## src/rtl/ps2_pkg.sv

```systemverilog
// Shared types and constants for the PS/2 receive path.
package ps2_pkg;

    typedef enum logic [1:0] {
        IDLE   = 2'd0,
        DATA   = 2'd1,
        PARITY = 2'd2,
        STOP   = 2'd3
    } ps2_state_e;

    localparam logic [7:0] PS2_PREFIX_EXT = 8'hE0;
    localparam logic [7:0] PS2_PREFIX_BRK = 8'hF0;
    localparam int         PS2_DATA_BITS  = 8;

    // PS/2 uses odd parity: data bits plus parity bit must hold an odd number of ones.
    function automatic logic parity_ok(input logic [7:0] data, input logic par);
        return ^{data, par};
    endfunction

endpackage

```

## src/rtl/ps2_sync_edge.sv

```systemverilog
// Multi-flop synchroniser for an asynchronous pin plus falling-edge detect.
// All flops reset to 1 (PS/2 idle level) so no edge is reported after reset.
module ps2_sync_edge #(
    parameter int SYNC_STAGES = 2
) (
    input  logic clock,
    input  logic reset,
    input  logic din,
    output logic dout,
    output logic fall
);

    logic [SYNC_STAGES-1:0] sync_q, sync_d;
    logic                   prev_q, prev_d;

    always_comb begin
        sync_d = {sync_q[SYNC_STAGES-2:0], din};
        prev_d = sync_q[SYNC_STAGES-1];
    end

    always_ff @(posedge clock) begin
        if (reset) begin
            sync_q <= '1;
            prev_q <= 1'b1;
        end else begin
            sync_q <= sync_d;
            prev_q <= prev_d;
        end
    end

    assign dout = sync_q[SYNC_STAGES-1];
    assign fall = prev_q & ~dout;

endmodule

```

## src/rtl/ps2_rx_ctrl.sv

```systemverilog
// PS/2 keyboard receiver: 11-bit frame sequencer with a one-entry valid/ready output.
// Optional prefix decoding (E0/F0 -> rx_ext/rx_break) is enabled by PS2_BREAK_DECODE_EN.
module ps2_rx_ctrl
    import ps2_pkg::*;
#(
    parameter int SYNC_STAGES    = 2,
    parameter int TIMEOUT_CYCLES = 50000,
    parameter int TMO_W          = 16
) (
    input  logic       clock,
    input  logic       reset,
    input  logic       ps2_clk,
    input  logic       ps2_data,
    output logic [7:0] rx_data,
    output logic       rx_valid,
    input  logic       rx_ready,
    output logic       parity_err,
    output logic       frame_err,
    output logic       overrun,
    output logic       busy
`ifdef PS2_BREAK_DECODE_EN
    ,
    output logic       rx_break,
    output logic       rx_ext
`endif
);

    localparam logic [TMO_W-1:0] TMO_LAST = TMO_W'(TIMEOUT_CYCLES - 1);
    localparam logic [2:0]       LAST_BIT = 3'(PS2_DATA_BITS - 1);

    logic clk_s, clk_fall, data_s;

    ps2_sync_edge #(.SYNC_STAGES(SYNC_STAGES)) u_clk_sync (
        .clock (clock),
        .reset (reset),
        .din   (ps2_clk),
        .dout  (clk_s),
        .fall  (clk_fall)
    );

    // Data pin shares the clock pin's stage count, so sampling on fall stays aligned.
    logic [SYNC_STAGES-1:0] dsync_q, dsync_d;
    assign dsync_d = {dsync_q[SYNC_STAGES-2:0], ps2_data};
    assign data_s  = dsync_q[SYNC_STAGES-1];

    ps2_state_e       state_q, state_d;
    logic [2:0]       bit_cnt_q, bit_cnt_d;
    logic [7:0]       shift_q, shift_d;
    logic             parity_q, parity_d;
    logic [TMO_W-1:0] tmo_q, tmo_d;
    logic [7:0]       rx_data_q, rx_data_d;
    logic             rx_valid_q, rx_valid_d;
    logic             parity_err_q, parity_err_d;
    logic             frame_err_q, frame_err_d;
    logic             overrun_q, overrun_d;
    logic             good_byte, deliver;
`ifdef PS2_BREAK_DECODE_EN
    logic             ext_pend_q, ext_pend_d;
    logic             brk_pend_q, brk_pend_d;
    logic             rx_ext_q, rx_ext_d;
    logic             rx_break_q, rx_break_d;
`endif

    always_comb begin
        state_d      = state_q;
        bit_cnt_d    = bit_cnt_q;
        shift_d      = shift_q;
        parity_d     = parity_q;
        tmo_d        = tmo_q;
        rx_data_d    = rx_data_q;
        rx_valid_d   = rx_valid_q;
        parity_err_d = 1'b0;
        frame_err_d  = 1'b0;
        overrun_d    = 1'b0;
        good_byte    = 1'b0;
        deliver      = 1'b0;

        if (rx_valid_q && rx_ready) begin
            rx_valid_d = 1'b0;
        end

        // A falling edge always wins over the timeout and restarts the idle count.
        if (clk_fall) begin
            tmo_d = '0;
            case (state_q)
                IDLE: begin
                    if (!data_s) begin
                        state_d   = DATA;
                        bit_cnt_d = '0;
                        shift_d   = '0;
                    end
                end
                DATA: begin
                    shift_d   = {data_s, shift_q[7:1]};
                    bit_cnt_d = bit_cnt_q + 3'd1;
                    if (bit_cnt_q == LAST_BIT) begin
                        state_d = PARITY;
                    end
                end
                PARITY: begin
                    parity_d = data_s;
                    state_d  = STOP;
                end
                STOP: begin
                    state_d = IDLE;
                    if (!data_s) begin
                        frame_err_d = 1'b1;
                    end else if (!parity_ok(shift_q, parity_q)) begin
                        parity_err_d = 1'b1;
                    end else begin
                        good_byte = 1'b1;
                    end
                end
                default: state_d = IDLE;
            endcase
        end else if (state_q != IDLE) begin
            if (tmo_q == TMO_LAST) begin
                frame_err_d = 1'b1;
                state_d     = IDLE;
                shift_d     = '0;
                bit_cnt_d   = '0;
                tmo_d       = '0;
            end else begin
                tmo_d = tmo_q + 1'b1;
            end
        end

`ifdef PS2_BREAK_DECODE_EN
        ext_pend_d = ext_pend_q;
        brk_pend_d = brk_pend_q;
        rx_ext_d   = rx_ext_q;
        rx_break_d = rx_break_q;
        if (frame_err_d || parity_err_d) begin
            ext_pend_d = 1'b0;
            brk_pend_d = 1'b0;
        end
        if (good_byte) begin
            if (shift_q == PS2_PREFIX_EXT) begin
                ext_pend_d = 1'b1;
            end else if (shift_q == PS2_PREFIX_BRK) begin
                brk_pend_d = 1'b1;
            end else begin
                deliver    = 1'b1;
                ext_pend_d = 1'b0;
                brk_pend_d = 1'b0;
            end
        end
`else
        deliver = good_byte;
`endif

        // Load when empty or when the current byte is being drained this cycle.
        if (deliver) begin
            if (!rx_valid_q || rx_ready) begin
                rx_data_d  = shift_q;
                rx_valid_d = 1'b1;
`ifdef PS2_BREAK_DECODE_EN
                rx_ext_d   = ext_pend_q;
                rx_break_d = brk_pend_q;
`endif
            end else begin
                overrun_d = 1'b1;
            end
        end
    end

    always_ff @(posedge clock) begin
        if (reset) begin
            dsync_q      <= '1;
            state_q      <= IDLE;
            bit_cnt_q    <= '0;
            shift_q      <= '0;
            parity_q     <= 1'b0;
            tmo_q        <= '0;
            rx_data_q    <= '0;
            rx_valid_q   <= 1'b0;
            parity_err_q <= 1'b0;
            frame_err_q  <= 1'b0;
            overrun_q    <= 1'b0;
`ifdef PS2_BREAK_DECODE_EN
            ext_pend_q   <= 1'b0;
            brk_pend_q   <= 1'b0;
            rx_ext_q     <= 1'b0;
            rx_break_q   <= 1'b0;
`endif
        end else begin
            dsync_q      <= dsync_d;
            state_q      <= state_d;
            bit_cnt_q    <= bit_cnt_d;
            shift_q      <= shift_d;
            parity_q     <= parity_d;
            tmo_q        <= tmo_d;
            rx_data_q    <= rx_data_d;
            rx_valid_q   <= rx_valid_d;
            parity_err_q <= parity_err_d;
            frame_err_q  <= frame_err_d;
            overrun_q    <= overrun_d;
`ifdef PS2_BREAK_DECODE_EN
            ext_pend_q   <= ext_pend_d;
            brk_pend_q   <= brk_pend_d;
            rx_ext_q     <= rx_ext_d;
            rx_break_q   <= rx_break_d;
`endif
        end
    end

    assign rx_data    = rx_data_q;
    assign rx_valid   = rx_valid_q;
    assign parity_err = parity_err_q;
    assign frame_err  = frame_err_q;
    assign overrun    = overrun_q;
    assign busy       = (state_q != IDLE);
`ifdef PS2_BREAK_DECODE_EN
    assign rx_ext     = rx_ext_q;
    assign rx_break   = rx_break_q;
`endif

    // The synchronised clock level itself is only needed for edge detection.
    logic unused_clk_s;
    assign unused_clk_s = clk_s;

endmodule

```

## config.mk

```make
export PLATFORM = sky130hd
export DESIGN_NAME = ps2_rx_ctrl
export DESIGN_NICKNAME = d
export VERILOG_FILES = /design/src/rtl/ps2_pkg.sv /design/src/rtl/ps2_sync_edge.sv /design/src/rtl/ps2_rx_ctrl.sv
export SDC_FILE = /design/constraint.sdc
export NUM_CORES = 1
export LEC_CHECK = 0
export CAP_MARGIN = 10
export CORE_ASPECT_RATIO = 0.9
export CORE_MARGIN = 2
export CORE_UTILIZATION = 35
export DETAILED_ROUTE_END_ITERATION = 12
export GPL_ROUTABILITY_DRIVEN = 0
export GPL_TIMING_DRIVEN = 0
export PLACE_DENSITY = 0.6
export SLEW_MARGIN = 20
export SYNTH_ARGS = -nofsm -noshare
export SYNTH_HDL_FRONTEND = slang
export SYNTH_SLANG_ARGS = --single-unit
```

## constraint.sdc

```tcl
create_clock -name clock -period 3 [get_ports clock]
set_clock_uncertainty 0.1 [all_clocks]
set_input_delay 0.45 -clock clock [delete_from_list [all_inputs] [get_ports clock]]
set_output_delay 0.45 -clock clock [all_outputs]
set_load 0.01 [all_outputs]
```

After elaboration in Yosys (flattened, before gate mapping)
Cells that the tools add are included.
{"block": "op_classes", "n_div": 0, "mul": 0, "n_mux": 31, "n_shift": 0, "n_reduce_logical": 15, "bitwise_logic": 6, "add_sub_neg": 2, "order_cmp": 0, "eq_ne": 8}
{"op": "$mux W8", "n": 4}
{"op": "$add A16 B1 Y16 const B", "n": 1}
{"op": "$eq A16 B16 Y1 const B", "n": 1}
{"op": "$mux W16", "n": 1}
{"op": "$pmux W8 S2", "n": 1}
{"op": "$mux W1", "n": 14}
{"op": "$mux W3", "n": 4}
{"op": "$mux W2", "n": 5}
{"op": "$reduce_xor A9 Y1", "n": 1}
{"op": "$pmux W2 S4", "n": 1}
{"op": "$reduce_and A4 Y1", "n": 2}
{"op": "$ne A3 B3 Y1 const B", "n": 2}
{"op": "$pmux W3 S2", "n": 1}
{"op": "$reduce_bool A2 Y1", "n": 3}
{"op": "$not A1 Y1", "n": 5}
{"op": "$eq A2 B2 Y1 const B", "n": 2}
{"op": "$reduce_and A2 Y1", "n": 2}
{"op": "$reduce_or A2 Y1", "n": 2}
{"op": "$reduce_or A4 Y1", "n": 1}
{"op": "$add A3 B1 Y3 const B", "n": 1}
{"op": "$eq A3 B3 Y1 const B", "n": 1}
{"op": "$ne A3 B1 Y1 const B", "n": 1}
{"op": "$eq A2 B1 Y1 const B", "n": 1}
{"op": "$logic_not A2 Y1", "n": 1}
{"op": "4 further kinds", "n": 4}
{"block": "word_totals", "memories": 0, "ff_bits": 47, "out_inout_bits": 13, "rom_bits": 0, "elab_cells": 75, "ramBits": 0, "latch_bits": 0, "input_bits": 5}

Logic depth before layout (Yosys ltp)
{"block": "depth", "word_depth": 7, "depth_mapped": 9, "ltp_nobuf": 7}

Cells and area by module
From an unflattened synthesis, not the netlist that was laid out.
{"block": "unflattened", "cells_unflattened": 229, "hier_area_um2": 2152.1}
{"mod": "ps2_rx_ctrl", "seq_area_each_um2": 880.8, "area_each_um2": 2067.0, "cells_per_inst": 222, "n_inst": 1}
{"mod": "ps2_sync_edge", "seq_area_each_um2": 60.1, "area_each_um2": 85.1, "cells_per_inst": 7, "n_inst": 1}

Worst setup path after synthesis
Ideal clock, no wire load.
{"block": "synth_timing", "path_type": "register to register", "from": "register state_q[0]", "to": "register tmo_q[13]", "stages_incl_launch_ff": 9, "required_ns": 2.772, "arrival_ns": 1.613, "setup_slack_ns": 1.159, "path_buffers": 1, "setup_ns": 0.128, "cell_sequence": "dfxtp_1 -> inv_1 -> ha_1 -> clkbuf_1 -> nand4b_1 -> nor3_1 -> nand2_1 -> xor2_1 -> nor2_1"}
{"block": "synth_via", "elab_chain_cells": 1}
{"item": "from (decl)", "line": "ps2_rx_ctrl.sv:46", "source": "ps2_state_e state_q, state_d;"}
{"item": "from (signal assigned)", "line": "ps2_rx_ctrl.sv:188", "source": "state_q <= state_d;"}
{"item": "$reduce_bool A2 Y1", "line": "ps2_rx_ctrl.sv:116", "source": "end else if (state_q != IDLE) begin"}
{"item": "to (signal assigned)", "line": "ps2_rx_ctrl.sv:192", "source": "tmo_q <= tmo_d;"}
{"item": "to (decl)", "line": "ps2_rx_ctrl.sv:50", "source": "logic [TMO_W-1:0] tmo_q, tmo_d;"}
Every way passes these cells.
A chain may end at the register's enable or synchronous reset.

Final worst setup path
{"block": "layout_timing", "from": "register state_q[1]", "to": "output busy"}
{"block": "layout_via", "elab_chain_cells": 1}
{"item": "$reduce_bool A2 Y1", "line": "ps2_rx_ctrl.sv:212", "source": "assign busy = (state_q != IDLE);"}
{"item": "to (decl)", "line": "ps2_rx_ctrl.sv:20", "source": "output logic busy"}
Every way passes these cells.

==> impl_metrics.sql <==
INSERT INTO impl_metrics (metric_group, metric, value, unit) VALUES
('routing', 'drt-wirelength-per-cell', '12.0', 'µm'),
('setup_path', 'crit_path_end_kind', 'output pin', ''),
('setup_path', 'cp_slowest_stage_delay', '0.48', 'ns'),
('global_routing', 'wire_length_of_the_first_global_routing_pass', '6600', 'µm'),
('routing', 'drc', '0', ''),
('floorplan', 'core-area', '0.00566', 'mm²'),
('run_status', 'run_status', 'completed', ''),
('synth', 'yosys.cell_count.top_type', 'sky130_fd_sc_hd__dfxtp_1', ''),
('timing', 'slew-limit-headroom', '49.0', '%'),
('floorplan', 'start_util', '36.1', '%'),
('synth', 'syn_nets', '225', ''),
('timing', 'rsz0062_at_grt', 'false', ''),
('synth', 'synth.yosys.warnings', '0', ''),
('timing', 'timing.setup.tns', '0', 'ns'),
('routing', 'antenna_violating_nets_post_route', '0', ''),
('setup_path', 'reg2regPathDepth', '8', ''),
('setup_path', 'crit_family', 'buffers and inverters', ''),
('cts', 'postCtsHoldBufs', '0', ''),
('timing', 'max_slew_violation_count', '0', ''),
('timing', 'highest_clock_frequency_the_design_can_meet', '415', 'MHz'),
('pwr', 'vdd.ir_drop.worst', '0.000202', 'V'),
('synth', 'ys_seq_area_share', '46.1', '%'),
('cts', 'tritoncts', 'built', ''),
('timing', 'post-route-worst-setup-slack', '0.588', 'ns'),
('global_routing', 'globalRouteOverflowTotal', '0', ''),
('setup_path', 'rrSetupSlack', '0.77', 'ns'),
('cells_and_area', 'num_antenna_cells', '0', ''),
('worst_hold_path', 'hold_path.startpoint', 'u_clk_sync.sync_q[0]$_SDFF_PP1_', ''),
('timing', 'finalCritPeriodShare', '80.4', '%'),
('synth', 'synth-async-reset-ratio', '0', '%'),
('routing', 'drt_first_pass_iters', '4', ''),
('setup_path', 'critical_path.reg2reg.endpoint', 'tmo_q[13]$_SDFFE_PP0N_', ''),
('setup_path', 'critical_path.cell_chain', 'inv_1 > ha_1 > clkbuf_1 > inv_1 > clkdlybuf4s50_1', ''),
('synth', 'synth_edf_count', '0', ''),
('routing', 'routed_wirelength', '3710', 'µm'),
('synth', 'largest_cells_by_area_after_synthesis', 'sky130_fd_sc_hd__dfxtp_1 (46%), sky130_fd_sc_hd__nor2_1 (7.9%), sky130_fd_sc_hd__mux2i_1 (5.4%), sky130_fd_sc_hd__xor2_1 (4.7%), sky130_fd_sc_hd__ha_1 (4.3%)', ''),
('global_routing', 'antenna_found_initial', '0', ''),
('setup_path', 'cp_common_cell', 'sky130_fd_sc_hd__inv_1', ''),
('run', 'timing.max_cap.violations', '0', ''),
('floorplan', 'dieWidth', '84.5', 'µm'),
('placed_design', 'post-place-ws', '0.768', 'ns'),
('cts', 'clockRootBuffer', 'sky130_fd_sc_hd__clkbuf_8', ''),
('pwr', 'total_leakage_power', '0.948', 'nW'),
('cts', 'post-cts-setup-buffers', '0', ''),
('setup_path', 'critPathBufInv', '4', ''),
('synth', 'fraction_of_synthesized_cell_area_taken_by_the_top_area_cell_type', '46.1', '%'),
('floorplan', 'num_io_pins', '18', ''),
('setup_path', 'start_kind', 'flip-flop', ''),
('placed_design', 'dpl.hpwl', '2620', 'µm'),
('floorplan', 'total_die_area', '0.00646', 'mm²'),
('global_routing', 'grt_use_total', '12.5', '%'),
('routing', 'detail_route.iter0.violations', '119', ''),
('synth', 'synth_area_leader_cell', 'sky130_fd_sc_hd__dfxtp_1', ''),
('cts', 'tritoncts_num_sinks', '47', ''),
('synth', 'synth.top_cells.by_count', 'sky130_fd_sc_hd__dfxtp_1 (47), sky130_fd_sc_hd__nor2_1 (43), sky130_fd_sc_hd__nand2_1 (15)', ''),
('routing', 'total_via_count_in_the_routed_design', '1459', ''),
('timing', 'max_slew.worst_pin.slew', '0.765', 'ns'),
('synth', 'flip_flop_and_latch_count_after_synthesis', '47', ''),
('placed_design', 'buffer_ports.inserted', '17', ''),
('timing', 'hold_viol_final', '0', ''),
('cells_and_area', 'number_of_nets_in_the_final_layout', '249', ''),
('setup_path', 'crit_arrival', '1.86', 'ns'),
('synth', 'netlist_instances', '213', ''),
('cells_and_area', 'final_layout_size_suffix_gt1_share', '8.40', '%'),
('synth', 'ys_dominant_reg_cell', 'sky130_fd_sc_hd__dfxtp_1', ''),
('floorplan', 'die-height', '76.4', 'µm'),
('worst_hold_path', 'min_path_type', 'flip-flop to flip-flop', ''),
('worst_hold_path', 'worstHoldEndpoint', 'u_clk_sync.sync_q[1]$_SDFF_PP1_', ''),
('cts', 'cts.htree.levels', '2', ''),
('cells_and_area', 'flow.area_growth_from_synthesis', '17.3', '%'),
('pwr', 'power_density', '441', 'mW/mm²');
==> report_power, final <==
| part | internal, mW | leakage, nW | total, mW | switching (mW) |
|---|---|---|---|---|
| combinational | 0.0126 | 0.520 | 0.0285 | 0.0159 |
| sequential | 0.626 | 0.379 | 0.628 | 0.00191 |
| clock | 0.189 | 0.0484 | 0.398 | 0.209 |
| total | 0.828 | 0.948 | 1.05 | 0.227 |
==> placed cells by master (no fill, tap or decap), types with 5 or more instances in the layout <==
cell type,synthesis,routed
sky130_fd_sc_hd__nand2_1,15,15
sky130_fd_sc_hd__a22oi_1,9,9
sky130_fd_sc_hd__dfxtp_1,47,47
sky130_fd_sc_hd__or2_2,5,5
sky130_fd_sc_hd__clkbuf_8,2,8
sky130_fd_sc_hd__clkbuf_1,5,6
sky130_fd_sc_hd__nor2_1,43,43
sky130_fd_sc_hd__clkdlybuf4s50_1,0,17
sky130_fd_sc_hd__a21oi_1,5,5
sky130_fd_sc_hd__xor2_1,11,11
sky130_fd_sc_hd__mux2i_1,11,11
sky130_fd_sc_hd__ha_1,7,7
sky130_fd_sc_hd__xnor2_1,6,6
sky130_fd_sc_hd__o21ai_0,5,5
==> cells by family (layout without fill, tap and decap cells) <==
family	count (synthesis)	count (layout)	share of synthesized area, %
buffers and inverters	11	36	3.00
AOI/OAI and AO/OA	22	22	6.81
xor gates and xnor gates	19	19	9.81
and+or+nand+nor	93	93	22.4
adders and majority gates	7	7	4.29
muxes	14	14	7.60
DFF	47	47	46.1
==> how the worst max path moves through the flow <==
stage / from / slack [ns] / end / cells past startpoint
floorplan: state_q[0]$_SDFFE_PP0P_ / 1.16 / tmo_q[13]$_SDFFE_PP0N_ / 8
global placement: state_q[0]$_SDFFE_PP0P_ / 0.75 / tmo_q[12]$_SDFFE_PP0N_ / 7
detailed placement: state_q[0]$_SDFFE_PP0P_ / 0.77 / tmo_q[13]$_SDFFE_PP0N_ / 8
CTS: state_q[1]$_SDFFE_PP0P_ / 0.56 / busy / 5
global route: state_q[1]$_SDFFE_PP0P_ / 0.42 / busy / 5
finish: state_q[1]$_SDFFE_PP0P_ / 0.59 / busy / 5
==> flip-flops by register name, summed over array words and instances, names as in the netlist <==
name,count
bit_cnt_q,3
dsync_q,2
frame_err,1
overrun,1
parity_err,1
parity_q,1
rx_data,8
rx_valid,1
shift_q,8
state_q,2
tmo_q,16
u_clk_sync.prev_q,1
u_clk_sync.sync_q,2
==> routing by layer <==
layer	vias up	global-route usage, %	part of all wire (%)	wire length (µm)
met5	-	0	0	0
met1	662	18.5	55	2060
li1	775	-	-	-
met2	18	17.6	41	1510
met4	0	4.76	1.2	46
met3	4	2.60	2.5	93
==> cell type report <==
cell class                 count  area [µm²]
inverter                       4        15.0
fill                         572        3270
timing repair buffer          17         170
multi-input combinational    155        1040
sequential                    47         941
buffer                         7        46.3
tap                           70        87.6
clock inverter                 1        8.76
clock buffer                   7        86.3
==> metrics by stage <==
step                      hold WS, ns  std cells  power, mW  cell area [µm²]
after detailed placement        0.298        300      0.672             2300
final                           0.313        308       1.05             2390
after CTS                       0.312        308       1.07             2390
after global placement          0.292        300      0.672             2300
after floorplan                 0.289        213      0.660             2040
after global routing            0.318        308       1.10             2390
==> worst register-to-register path: stages, from the launching register on <==
cell	delay (ns)
sky130_fd_sc_hd__dfxtp_1	0.37
sky130_fd_sc_hd__inv_1	0.08
sky130_fd_sc_hd__ha_1	0.23
sky130_fd_sc_hd__clkbuf_1	0.25
sky130_fd_sc_hd__nand4b_1	0.36
sky130_fd_sc_hd__nor3_1	0.42
sky130_fd_sc_hd__nand2_1	0.14
sky130_fd_sc_hd__xor2_1	0.14
sky130_fd_sc_hd__nor2_1	0.05
No activity file was read; power rests on OpenSTA's default activity.
